### config.mk
export PLATFORM = sky130hd
export DESIGN_NAME = fpu8_issue_ctrl_flat
export DESIGN_NICKNAME = d
export VERILOG_FILES = /design/src/rtl/fpu8_issue_ctrl_if.sv /design/src/rtl/fpu8_issue_ctrl.sv /design/src/flat_wrapper.sv
export SDC_FILE = /design/constraint.sdc
export NUM_CORES = 1
export LEC_CHECK = 0
export CAP_MARGIN = 25
export CORE_MARGIN = 2
export CORE_UTILIZATION = 35
export DETAILED_ROUTE_END_ITERATION = 6
export PLACE_DENSITY = 0.8
export SYNTH_ARGS = -nofsm -noshare
export SYNTH_HDL_FRONTEND = slang
export SYNTH_SLANG_ARGS = --single-unit
export TNS_END_PERCENT = 100
### constraint.sdc
create_clock -name FP_CLK -period 3.44 [get_ports FP_CLK]
set_clock_uncertainty 0.15 [all_clocks]
set_input_delay 0.688 -clock FP_CLK [delete_from_list [all_inputs] [get_ports FP_CLK]]
set_output_delay 0.688 -clock FP_CLK [all_outputs]
set_load 0.03 [all_outputs]
### src/rtl/fpu8_issue_ctrl_if.sv
// Request / FPU / response bundle for fpu8_issue_ctrl.
// The slave modport is the controller's view; the master modport is the
// environment's view (request source, FPU and response sink).
interface fpu8_issue_ctrl_if;
    // Request channel
    logic       REQ_VALID;
    logic       REQ_READY;
    logic [7:0] REQ_A;
    logic [7:0] REQ_B;
    logic [1:0] REQ_OP;
    logic       REQ_RND;
    // FPU drive
    logic       FP_Start;
    logic [7:0] OP_A;
    logic [7:0] OP_B;
    logic [1:0] FP_OPERATION;
    logic       FP_ROUND_MODE;
    // FPU return
    logic [7:0] OP_RESULT;
    logic       OP_IS_EXCEPTION;
    logic [2:0] FP_Exception;
    // Response channel
    logic       RSP_VALID;
    logic       RSP_READY;
    logic [7:0] RSP_RESULT;
    logic       RSP_EXC;
    logic [2:0] RSP_EXC_CODE;
    logic [7:0] EXC_COUNT;

    modport slave (
        input  REQ_VALID, REQ_A, REQ_B, REQ_OP, REQ_RND,
        input  OP_RESULT, OP_IS_EXCEPTION, FP_Exception,
        input  RSP_READY,
        output REQ_READY,
        output FP_Start, OP_A, OP_B, FP_OPERATION, FP_ROUND_MODE,
        output RSP_VALID, RSP_RESULT, RSP_EXC, RSP_EXC_CODE, EXC_COUNT
    );

    modport master (
        output REQ_VALID, REQ_A, REQ_B, REQ_OP, REQ_RND,
        output OP_RESULT, OP_IS_EXCEPTION, FP_Exception,
        output RSP_READY,
        input  REQ_READY,
        input  FP_Start, OP_A, OP_B, FP_OPERATION, FP_ROUND_MODE,
        input  RSP_VALID, RSP_RESULT, RSP_EXC, RSP_EXC_CODE, EXC_COUNT
    );
endinterface

### src/rtl/fpu8_issue_ctrl.sv
// fpu8_issue_ctrl: issues one operation at a time to an 8-bit FPU, waits
// RESULT_WAIT settle cycles, captures the result and holds it on a
// valid/ready response channel. A new request may be accepted on the same
// edge that retires the previous response.
// Optional feature: define FPU8_EXC_COUNT_EN to enable the saturating
// exception counter on EXC_COUNT; otherwise EXC_COUNT is tied to 0.
module fpu8_issue_ctrl #(
    parameter int unsigned RESULT_WAIT = 1
) (
    input  logic              FP_CLK,
    input  logic              FP_RST_N,
    fpu8_issue_ctrl_if.slave  bus
);

    typedef enum logic [1:0] {
        ST_IDLE  = 2'd0,
        ST_ISSUE = 2'd1,
        ST_WAIT  = 2'd2,
        ST_RESP  = 2'd3
    } state_t;

    // Settle-counter reload value; zero-wait builds skip WAIT entirely.
    localparam bit         ZERO_WAIT = (RESULT_WAIT == 0);
    localparam logic [3:0] WAIT_LOAD = ZERO_WAIT ? 4'd0 : 4'(RESULT_WAIT - 1);

    state_t     state_r;
    state_t     state_nxt_s;
    logic [3:0] cnt_r;
    logic [3:0] cnt_nxt_s;
    logic       req_ready_s;
    logic       accept_s;
    logic       capture_s;

    logic       fp_start_r;
    logic       rsp_valid_r;
    logic [7:0] op_a_r;
    logic [7:0] op_b_r;
    logic [1:0] op_code_r;
    logic       op_rnd_r;
    logic [7:0] rsp_result_r;
    logic       rsp_exc_r;
    logic [2:0] rsp_exc_code_r;

    // Ready is combinational so a response and a new request can hand off on one edge.
    always_comb begin
        req_ready_s = 1'b0;
        if (!FP_RST_N) begin
            req_ready_s = 1'b0;
        end else if (state_r == ST_IDLE) begin
            req_ready_s = 1'b1;
        end else if (state_r == ST_RESP) begin
            req_ready_s = bus.RSP_READY;
        end else begin
            req_ready_s = 1'b0;
        end
    end

    assign accept_s = bus.REQ_VALID & req_ready_s;

    // Next-state, settle counter and capture decision.
    always_comb begin
        state_nxt_s = state_r;
        cnt_nxt_s   = cnt_r;
        capture_s   = 1'b0;
        case (state_r)
            ST_IDLE: begin
                if (accept_s) begin
                    state_nxt_s = ST_ISSUE;
                end else begin
                    state_nxt_s = ST_IDLE;
                end
            end
            ST_ISSUE: begin
                if (ZERO_WAIT) begin
                    capture_s   = 1'b1;
                    state_nxt_s = ST_RESP;
                end else begin
                    cnt_nxt_s   = WAIT_LOAD;
                    state_nxt_s = ST_WAIT;
                end
            end
            ST_WAIT: begin
                if (cnt_r == 4'd0) begin
                    capture_s   = 1'b1;
                    state_nxt_s = ST_RESP;
                end else begin
                    cnt_nxt_s   = cnt_r - 4'd1;
                    state_nxt_s = ST_WAIT;
                end
            end
            ST_RESP: begin
                if (bus.RSP_READY && accept_s) begin
                    state_nxt_s = ST_ISSUE;
                end else if (bus.RSP_READY) begin
                    state_nxt_s = ST_IDLE;
                end else begin
                    state_nxt_s = ST_RESP;
                end
            end
            default: begin
                state_nxt_s = ST_IDLE;
            end
        endcase
    end

    // State, strobes, operand latch and result capture registers.
    always_ff @(posedge FP_CLK) begin
        if (!FP_RST_N) begin
            state_r        <= ST_IDLE;
            cnt_r          <= 4'd0;
            fp_start_r     <= 1'b0;
            rsp_valid_r    <= 1'b0;
            op_a_r         <= 8'd0;
            op_b_r         <= 8'd0;
            op_code_r      <= 2'd0;
            op_rnd_r       <= 1'b0;
            rsp_result_r   <= 8'd0;
            rsp_exc_r      <= 1'b0;
            rsp_exc_code_r <= 3'd0;
        end else begin
            state_r     <= state_nxt_s;
            cnt_r       <= cnt_nxt_s;
            fp_start_r  <= (state_nxt_s == ST_ISSUE);
            rsp_valid_r <= (state_nxt_s == ST_RESP);
            if (accept_s) begin
                op_a_r    <= bus.REQ_A;
                op_b_r    <= bus.REQ_B;
                op_code_r <= bus.REQ_OP;
                op_rnd_r  <= bus.REQ_RND;
            end
            if (capture_s) begin
                rsp_result_r   <= bus.OP_RESULT;
                rsp_exc_r      <= bus.OP_IS_EXCEPTION;
                rsp_exc_code_r <= bus.FP_Exception;
            end
        end
    end

`ifdef FPU8_EXC_COUNT_EN
    // Saturating 8-bit increment.
    function automatic logic [7:0] sat_inc8(input logic [7:0] val);
        if (val == 8'hFF) begin
            sat_inc8 = 8'hFF;
        end else begin
            sat_inc8 = val + 8'd1;
        end
    endfunction

    logic [7:0] exc_cnt_r;

    // Count captured exception results, sticking at 255.
    always_ff @(posedge FP_CLK) begin
        if (!FP_RST_N) begin
            exc_cnt_r <= 8'd0;
        end else if (capture_s && bus.OP_IS_EXCEPTION) begin
            exc_cnt_r <= sat_inc8(exc_cnt_r);
        end
    end

    assign bus.EXC_COUNT = exc_cnt_r;
`else
    assign bus.EXC_COUNT = 8'd0;
`endif

    assign bus.REQ_READY     = req_ready_s;
    assign bus.FP_Start      = fp_start_r;
    assign bus.OP_A          = op_a_r;
    assign bus.OP_B          = op_b_r;
    assign bus.FP_OPERATION  = op_code_r;
    assign bus.FP_ROUND_MODE = op_rnd_r;
    assign bus.RSP_VALID     = rsp_valid_r;
    assign bus.RSP_RESULT    = rsp_result_r;
    assign bus.RSP_EXC       = rsp_exc_r;
    assign bus.RSP_EXC_CODE  = rsp_exc_code_r;

endmodule

### src/flat_wrapper.sv
// flat-port wrapper written by rule: the top's interface ports become plain ports
module fpu8_issue_ctrl_flat 
#(
    parameter int unsigned RESULT_WAIT = 1
)
  (FP_CLK, FP_RST_N, bus_REQ_VALID, bus_REQ_A, bus_REQ_B, bus_REQ_OP, bus_REQ_RND, bus_OP_RESULT, bus_OP_IS_EXCEPTION, bus_FP_Exception, bus_RSP_READY, bus_REQ_READY, bus_FP_Start, bus_OP_A, bus_OP_B, bus_FP_OPERATION, bus_FP_ROUND_MODE, bus_RSP_VALID, bus_RSP_RESULT, bus_RSP_EXC, bus_RSP_EXC_CODE, bus_EXC_COUNT);
  fpu8_issue_ctrl_if bus_i ();
  input  logic FP_CLK;
  input  logic FP_RST_N;
  input wire logic [$bits(bus_i.REQ_VALID)-1:0] bus_REQ_VALID;
  input wire logic [$bits(bus_i.REQ_A)-1:0] bus_REQ_A;
  input wire logic [$bits(bus_i.REQ_B)-1:0] bus_REQ_B;
  input wire logic [$bits(bus_i.REQ_OP)-1:0] bus_REQ_OP;
  input wire logic [$bits(bus_i.REQ_RND)-1:0] bus_REQ_RND;
  input wire logic [$bits(bus_i.OP_RESULT)-1:0] bus_OP_RESULT;
  input wire logic [$bits(bus_i.OP_IS_EXCEPTION)-1:0] bus_OP_IS_EXCEPTION;
  input wire logic [$bits(bus_i.FP_Exception)-1:0] bus_FP_Exception;
  input wire logic [$bits(bus_i.RSP_READY)-1:0] bus_RSP_READY;
  output wire logic [$bits(bus_i.REQ_READY)-1:0] bus_REQ_READY;
  output wire logic [$bits(bus_i.FP_Start)-1:0] bus_FP_Start;
  output wire logic [$bits(bus_i.OP_A)-1:0] bus_OP_A;
  output wire logic [$bits(bus_i.OP_B)-1:0] bus_OP_B;
  output wire logic [$bits(bus_i.FP_OPERATION)-1:0] bus_FP_OPERATION;
  output wire logic [$bits(bus_i.FP_ROUND_MODE)-1:0] bus_FP_ROUND_MODE;
  output wire logic [$bits(bus_i.RSP_VALID)-1:0] bus_RSP_VALID;
  output wire logic [$bits(bus_i.RSP_RESULT)-1:0] bus_RSP_RESULT;
  output wire logic [$bits(bus_i.RSP_EXC)-1:0] bus_RSP_EXC;
  output wire logic [$bits(bus_i.RSP_EXC_CODE)-1:0] bus_RSP_EXC_CODE;
  output wire logic [$bits(bus_i.EXC_COUNT)-1:0] bus_EXC_COUNT;
  assign bus_i.REQ_VALID = bus_REQ_VALID;
  assign bus_i.REQ_A = bus_REQ_A;
  assign bus_i.REQ_B = bus_REQ_B;
  assign bus_i.REQ_OP = bus_REQ_OP;
  assign bus_i.REQ_RND = bus_REQ_RND;
  assign bus_i.OP_RESULT = bus_OP_RESULT;
  assign bus_i.OP_IS_EXCEPTION = bus_OP_IS_EXCEPTION;
  assign bus_i.FP_Exception = bus_FP_Exception;
  assign bus_i.RSP_READY = bus_RSP_READY;
  assign bus_REQ_READY = bus_i.REQ_READY;
  assign bus_FP_Start = bus_i.FP_Start;
  assign bus_OP_A = bus_i.OP_A;
  assign bus_OP_B = bus_i.OP_B;
  assign bus_FP_OPERATION = bus_i.FP_OPERATION;
  assign bus_FP_ROUND_MODE = bus_i.FP_ROUND_MODE;
  assign bus_RSP_VALID = bus_i.RSP_VALID;
  assign bus_RSP_RESULT = bus_i.RSP_RESULT;
  assign bus_RSP_EXC = bus_i.RSP_EXC;
  assign bus_RSP_EXC_CODE = bus_i.RSP_EXC_CODE;
  assign bus_EXC_COUNT = bus_i.EXC_COUNT;
  fpu8_issue_ctrl #(.RESULT_WAIT(RESULT_WAIT)) u_core (.FP_CLK(FP_CLK), .FP_RST_N(FP_RST_N), .bus(bus_i));
endmodule
== After elaboration in Yosys (flattened, before gate mapping) ==
Cells that the tools add are included.

* Output and inout bits: 42
* Register bits after elaboration: 39
* Word-level logic and storage cells: 36
* Input port bits: 35

* Equal/unequal tests: 6
* Multiplexer cells: 12
* Reductions and logical operators: 5
* Bitwise gates (word level): 1
* Add/subtract/negate cells: 1

{| class="wikitable"
|+ Operator list
! operator !! count
|-
| 2-bit case mux with 4 select lines || 1
|-
| 4-bit case mux with 2 select lines || 1
|-
| 1-bit two-way mux || 7
|-
| 2-bit == test, second input constant || 3
|-
| 2-bit by 1-bit == test with 1-bit output, second input constant || 2
|-
| 4-bit logical NOT || 1
|-
| 2-bit two-way mux || 2
|-
| 4-bit two-way mux || 1
|-
| 4-bit by 1-bit subtractor with 4-bit output, second input constant || 1
|-
| 2-bit logical NOT || 1
|-
| 2-bit inequality test, second input constant || 1
|-
| 2-bit AND reduction || 1
|-
| 2-bit nonzero test || 1
|-
| 1-bit AND || 1
|-
| 1-bit logical AND || 1
|}

== Longest topological paths before layout ==
* Depth after elaboration: 9
* Mapped depth: 6
* Depth with buffers taken out: 5

== Worst setup path after synthesis ==
OpenSTA, ideal clock, no wires.

* Kind: input to output
* Start: input port bus_RSP_READY
* End: output port bus_REQ_READY
* Path slack: 1.286 ns
* Data arrival time: 1.316 ns
* Buffers on the path: 0
* Stages: 2
* Cells stage by stage: nand3_1 -> a21oi_1

* Longest elaborated chain between the ends: 3

{| class="wikitable"
|+ RTL lines
! what !! RTL line !! source
|-
| start: declaration || flat_wrapper.sv:18 || <nowiki>input wire logic [$bits(bus_i.RSP_READY)-1:0] bus_RSP_READY;</nowiki>
|-
| 1-bit two-way mux || fpu8_issue_ctrl.sv:51 || <nowiki>end else if (state_r == ST_RESP) begin</nowiki>
|-
| 1-bit two-way mux || fpu8_issue_ctrl.sv:49 || <nowiki>end else if (state_r == ST_IDLE) begin</nowiki>
|-
| 1-bit two-way mux || fpu8_issue_ctrl.sv:47 || <nowiki>if (!FP_RST_N) begin</nowiki>
|-
| end: declaration || flat_wrapper.sv:19 || <nowiki>output wire logic [$bits(bus_i.REQ_READY)-1:0] bus_REQ_READY;</nowiki>
|}

No other way between the ends.

== Worst setup path in the final report ==
* Start: input port FP_RST_N
* End: output port bus_REQ_READY

* Longest elaborated chain between the ends: 1

{| class="wikitable"
|+ RTL lines
! what !! RTL line !! source
|-
| start: declaration || flat_wrapper.sv:9 || <nowiki>input logic FP_RST_N;</nowiki>
|-
| 1-bit two-way mux || fpu8_issue_ctrl.sv:47 ||
|}

No other way between the ends.

==> run metrics <==
Die X about 70 um; P_int between 700 and 800 uW; core area ~4400 um^2; global-route wire length before repair 5.306 mm; required time worst endpoint between 2000 and 3000 ps; GP Congestion around 0.87; endpoints failing setup 0; Post-synth EDFFs 0; antenna violations before repair 0; switching pwr 335.4 uW; drt total wl between 3 and 4 mm; mapped cell area 1588 um^2; n_diodes 0; largest net degree at the start of global routing 26; DR vias between 1000 and 1500; CP bufs+invs 3; CP Capture Type primary output; Yosys cell types 35; Vias/cell about 4.7; sequential share of the synthesized area 0.4917; Hold-fix buffers, CTS 0; Final Critical Period about 2600 ps; Hold Path End u_core.bus.RSP_RESULT[6]$_SDFFE_PN0P_; routed len/inst about 12 um; Reg clk slew, reported paths approximately 80 ps; Peak VDD IR around 0.22 mV; Clock Latency Late Sink about 290 ps; post_cts resized 0; Startpoint Class primary input; Commonest cells post-synth 39 x dfxtp_1, 29 x nand2_1, 19 x a22o_1, 13 x mux2i_1, 9 x buf_4; setup slack, reg-to-reg 1250 ps; hold wc startpoint u_core.bus.RSP_RESULT[6]$_SDFFE_PN0P_; leakage power around 0.9 nW; total power approximately 1.1 mW; Reg power frac 0.469; hold path cells 2; Setup Crit Path Kind primary input to primary output; Yosys Warn Count 0; share of cells above drive strength 1 0.06696; Post-Syn Instances between 150 and 200; Setup WS pre-CTS around 830 ps; Sink Count 39; Worst Path Arrival around 1800 ps; cell taking the most area after synthesis dfxtp_1; starting density of the core 0.3647; Buffers on Ports 68; FP Rows 24; unrepaired setup endpoints after global routing false; Reg2Reg Depth 5; synthesized area per cell a little over 10 um^2; CTS H-tree lvls 2; top post-synthesis cells by area dfxtp_1 49%, a22o_1 10%, mux2i_1 8.2%; worst-path fanout max 7; Detailed Routing Iterations Pass 1 4; period utilisation layout 0.7597; Crit path max-delay family buffers and inverters; Yosys reg bits 39; maxcap violations 0; share of the synthesized area in the top cell type 0.4917; ys flop type dfxtp_1; hold violation count in the final report 0; DRC 0; Final Worst Setup Slack 826.5 ps; CP peak stage delay around 600 ps; Hold Crit Class register to register; Reg-to-Reg Start u_core.cnt_r[0]$_SDFFE_PN0P_; Total GRT Usage 0.1304; post-CTS setup buffer count 0; final slew viol count 0; CP Cell Sequence clkdlybuf4s50_1 > inv_1 > a21oi_1 > buf_4; fin nets about 260; Die ar. between 5000 and 6000 um^2; Die Ht between 70 and 80 um; f_max 382.6 MHz; Synth async-reset ratio 0; DP HPWL 2.367 mm; Starting DRT DRC Count 38; CTS root buffer clkbuf_8; total I/O pin count just under 80; total negative setup slack 0 ps; PD cells ~470 nW/um^2; Slew @ Worst Pin ~800 ps; Max-slew headroom 0.4696; ANT nets after route 0; CP max stage cell clkdlybuf4s50_1; clock power share 0.276; grt ovf 0; Syn-to-layout area delta 46.89%; cts bufs inserted 5; CTS Buffer Depth 2; R2R Path End u_core.bus.RSP_RESULT[0]$_SDFFE_PN0P_; CTS tree yes; combinational share of power 0.255; status complete, no violations; most common cell in the netlist dfxtp_1; number of global-route vias before repair between 1000 and 1500; Sw Share 0.3055
worst register-to-register path, stage by stage, from the launching register on:
cell and delay (ps):
dfxtp_1 340, inv_1 80, ha_1 180, or3b_4 430
nor3b_4 680, mux2i_1 260
state kept, by name, indices dropped and copies added (netlist names):
| register | count |
|---|---|
| u_core.bus.RSP_VALID | 1 |
| u_core.bus.OP_B | 8 |
| u_core.bus.RSP_RESULT | 8 |
| u_core.bus.FP_OPERATION | 2 |
| u_core.bus.FP_Start | 1 |
| u_core.bus.FP_ROUND_MODE | 1 |
| u_core.bus.OP_A | 8 |
| u_core.state_r | 2 |
| u_core.bus.RSP_EXC_CODE | 3 |
| u_core.bus.RSP_EXC | 1 |
| u_core.cnt_r | 4 |
cells by family after synthesis:
| family | count (synthesis) | synth area share |
|---|---|---|
| AO/OA/AOI/OAI | 35 | 0.1836 |
| XOR/XNOR | 1 | 0.005517 |
| adder cells (fa/ha/maj) | 1 | 0.007879 |
| buffers and inverters | 24 | 0.09533 |
| flip-flops | 39 | 0.4917 |
| multiplexers | 13 | 0.08195 |
| other | 1 | 0.002362 |
| AND/OR/NAND/NOR | 42 | 0.1316 |
how the worst max path moves through the flow:
stage                   from             to  slack (ps)  cells past startpoint
6_report            FP_RST_N  bus_REQ_READY         830                      4
5_1_grt             FP_RST_N  bus_REQ_READY         770                      4
4_1_cts             FP_RST_N  bus_REQ_READY         820                      4
3_5_place_dp        FP_RST_N  bus_REQ_READY         830                      4
3_3_place_gp        FP_RST_N  bus_REQ_READY         850                      4
2_1_floorplan  bus_RSP_READY  bus_REQ_READY        1290                      2
power groups by stage:
stage	logic, mW	clock network (mW)	registers [mW]
2_1_floorplan	0.124	0	0.578
3_3_place_gp	0.281	0	0.524
3_5_place_dp	0.283	0	0.525
4_1_cts	0.284	0.310	0.514
5_1_grt	0.299	0.330	0.521
6_report	0.280	0.303	0.515
through the flow:
stage,std cells,hold WS [ps],util,instance area (um^2)
2_1_floorplan,163,329.5,-,1614
6_report,276,308.9,0.5356,2332
4_1_cts,276,309.8,0.5356,2332
3_5_place_dp,268,298.6,0.5161,2247
3_3_place_gp,268,291.9,0.5161,2247
5_1_grt,276,332.9,0.5356,2332
cell type report:
type	count	area, um^2
fillers	386	2022
repair buffers	70	693.2
inverters	7	26.28
flip-flops and latches	39	780.7
clock inverters	2	12.51
well taps	52	65.06
clock buffers	6	72.57
multi-input cells	100	681.9
cell usage in the layout (no fill, tap or decap), types with 2 or more instances in the layout:
master           count
conb_1               8
and3_1               2
a21oi_1              4
clkbuf_8             5
a22o_1              19
nand2_1             29
mux2i_1             13
nor2b_1              3
buf_4                3
dfxtp_1             39
clkdlybuf4s50_1     67
inv_1                6
o32ai_1              2
a2111oi_0            2
per-layer routing:
metal	GRT usage	up-vias	share of wire
li1	-	666	-
met1	0.1607	589	0.44
met2	0.2068	48	0.46
met3	0.03376	7	0.074
met4	0.07338	0	0.020
met5	0	-	0
Power figures use the tool's default switching activity.
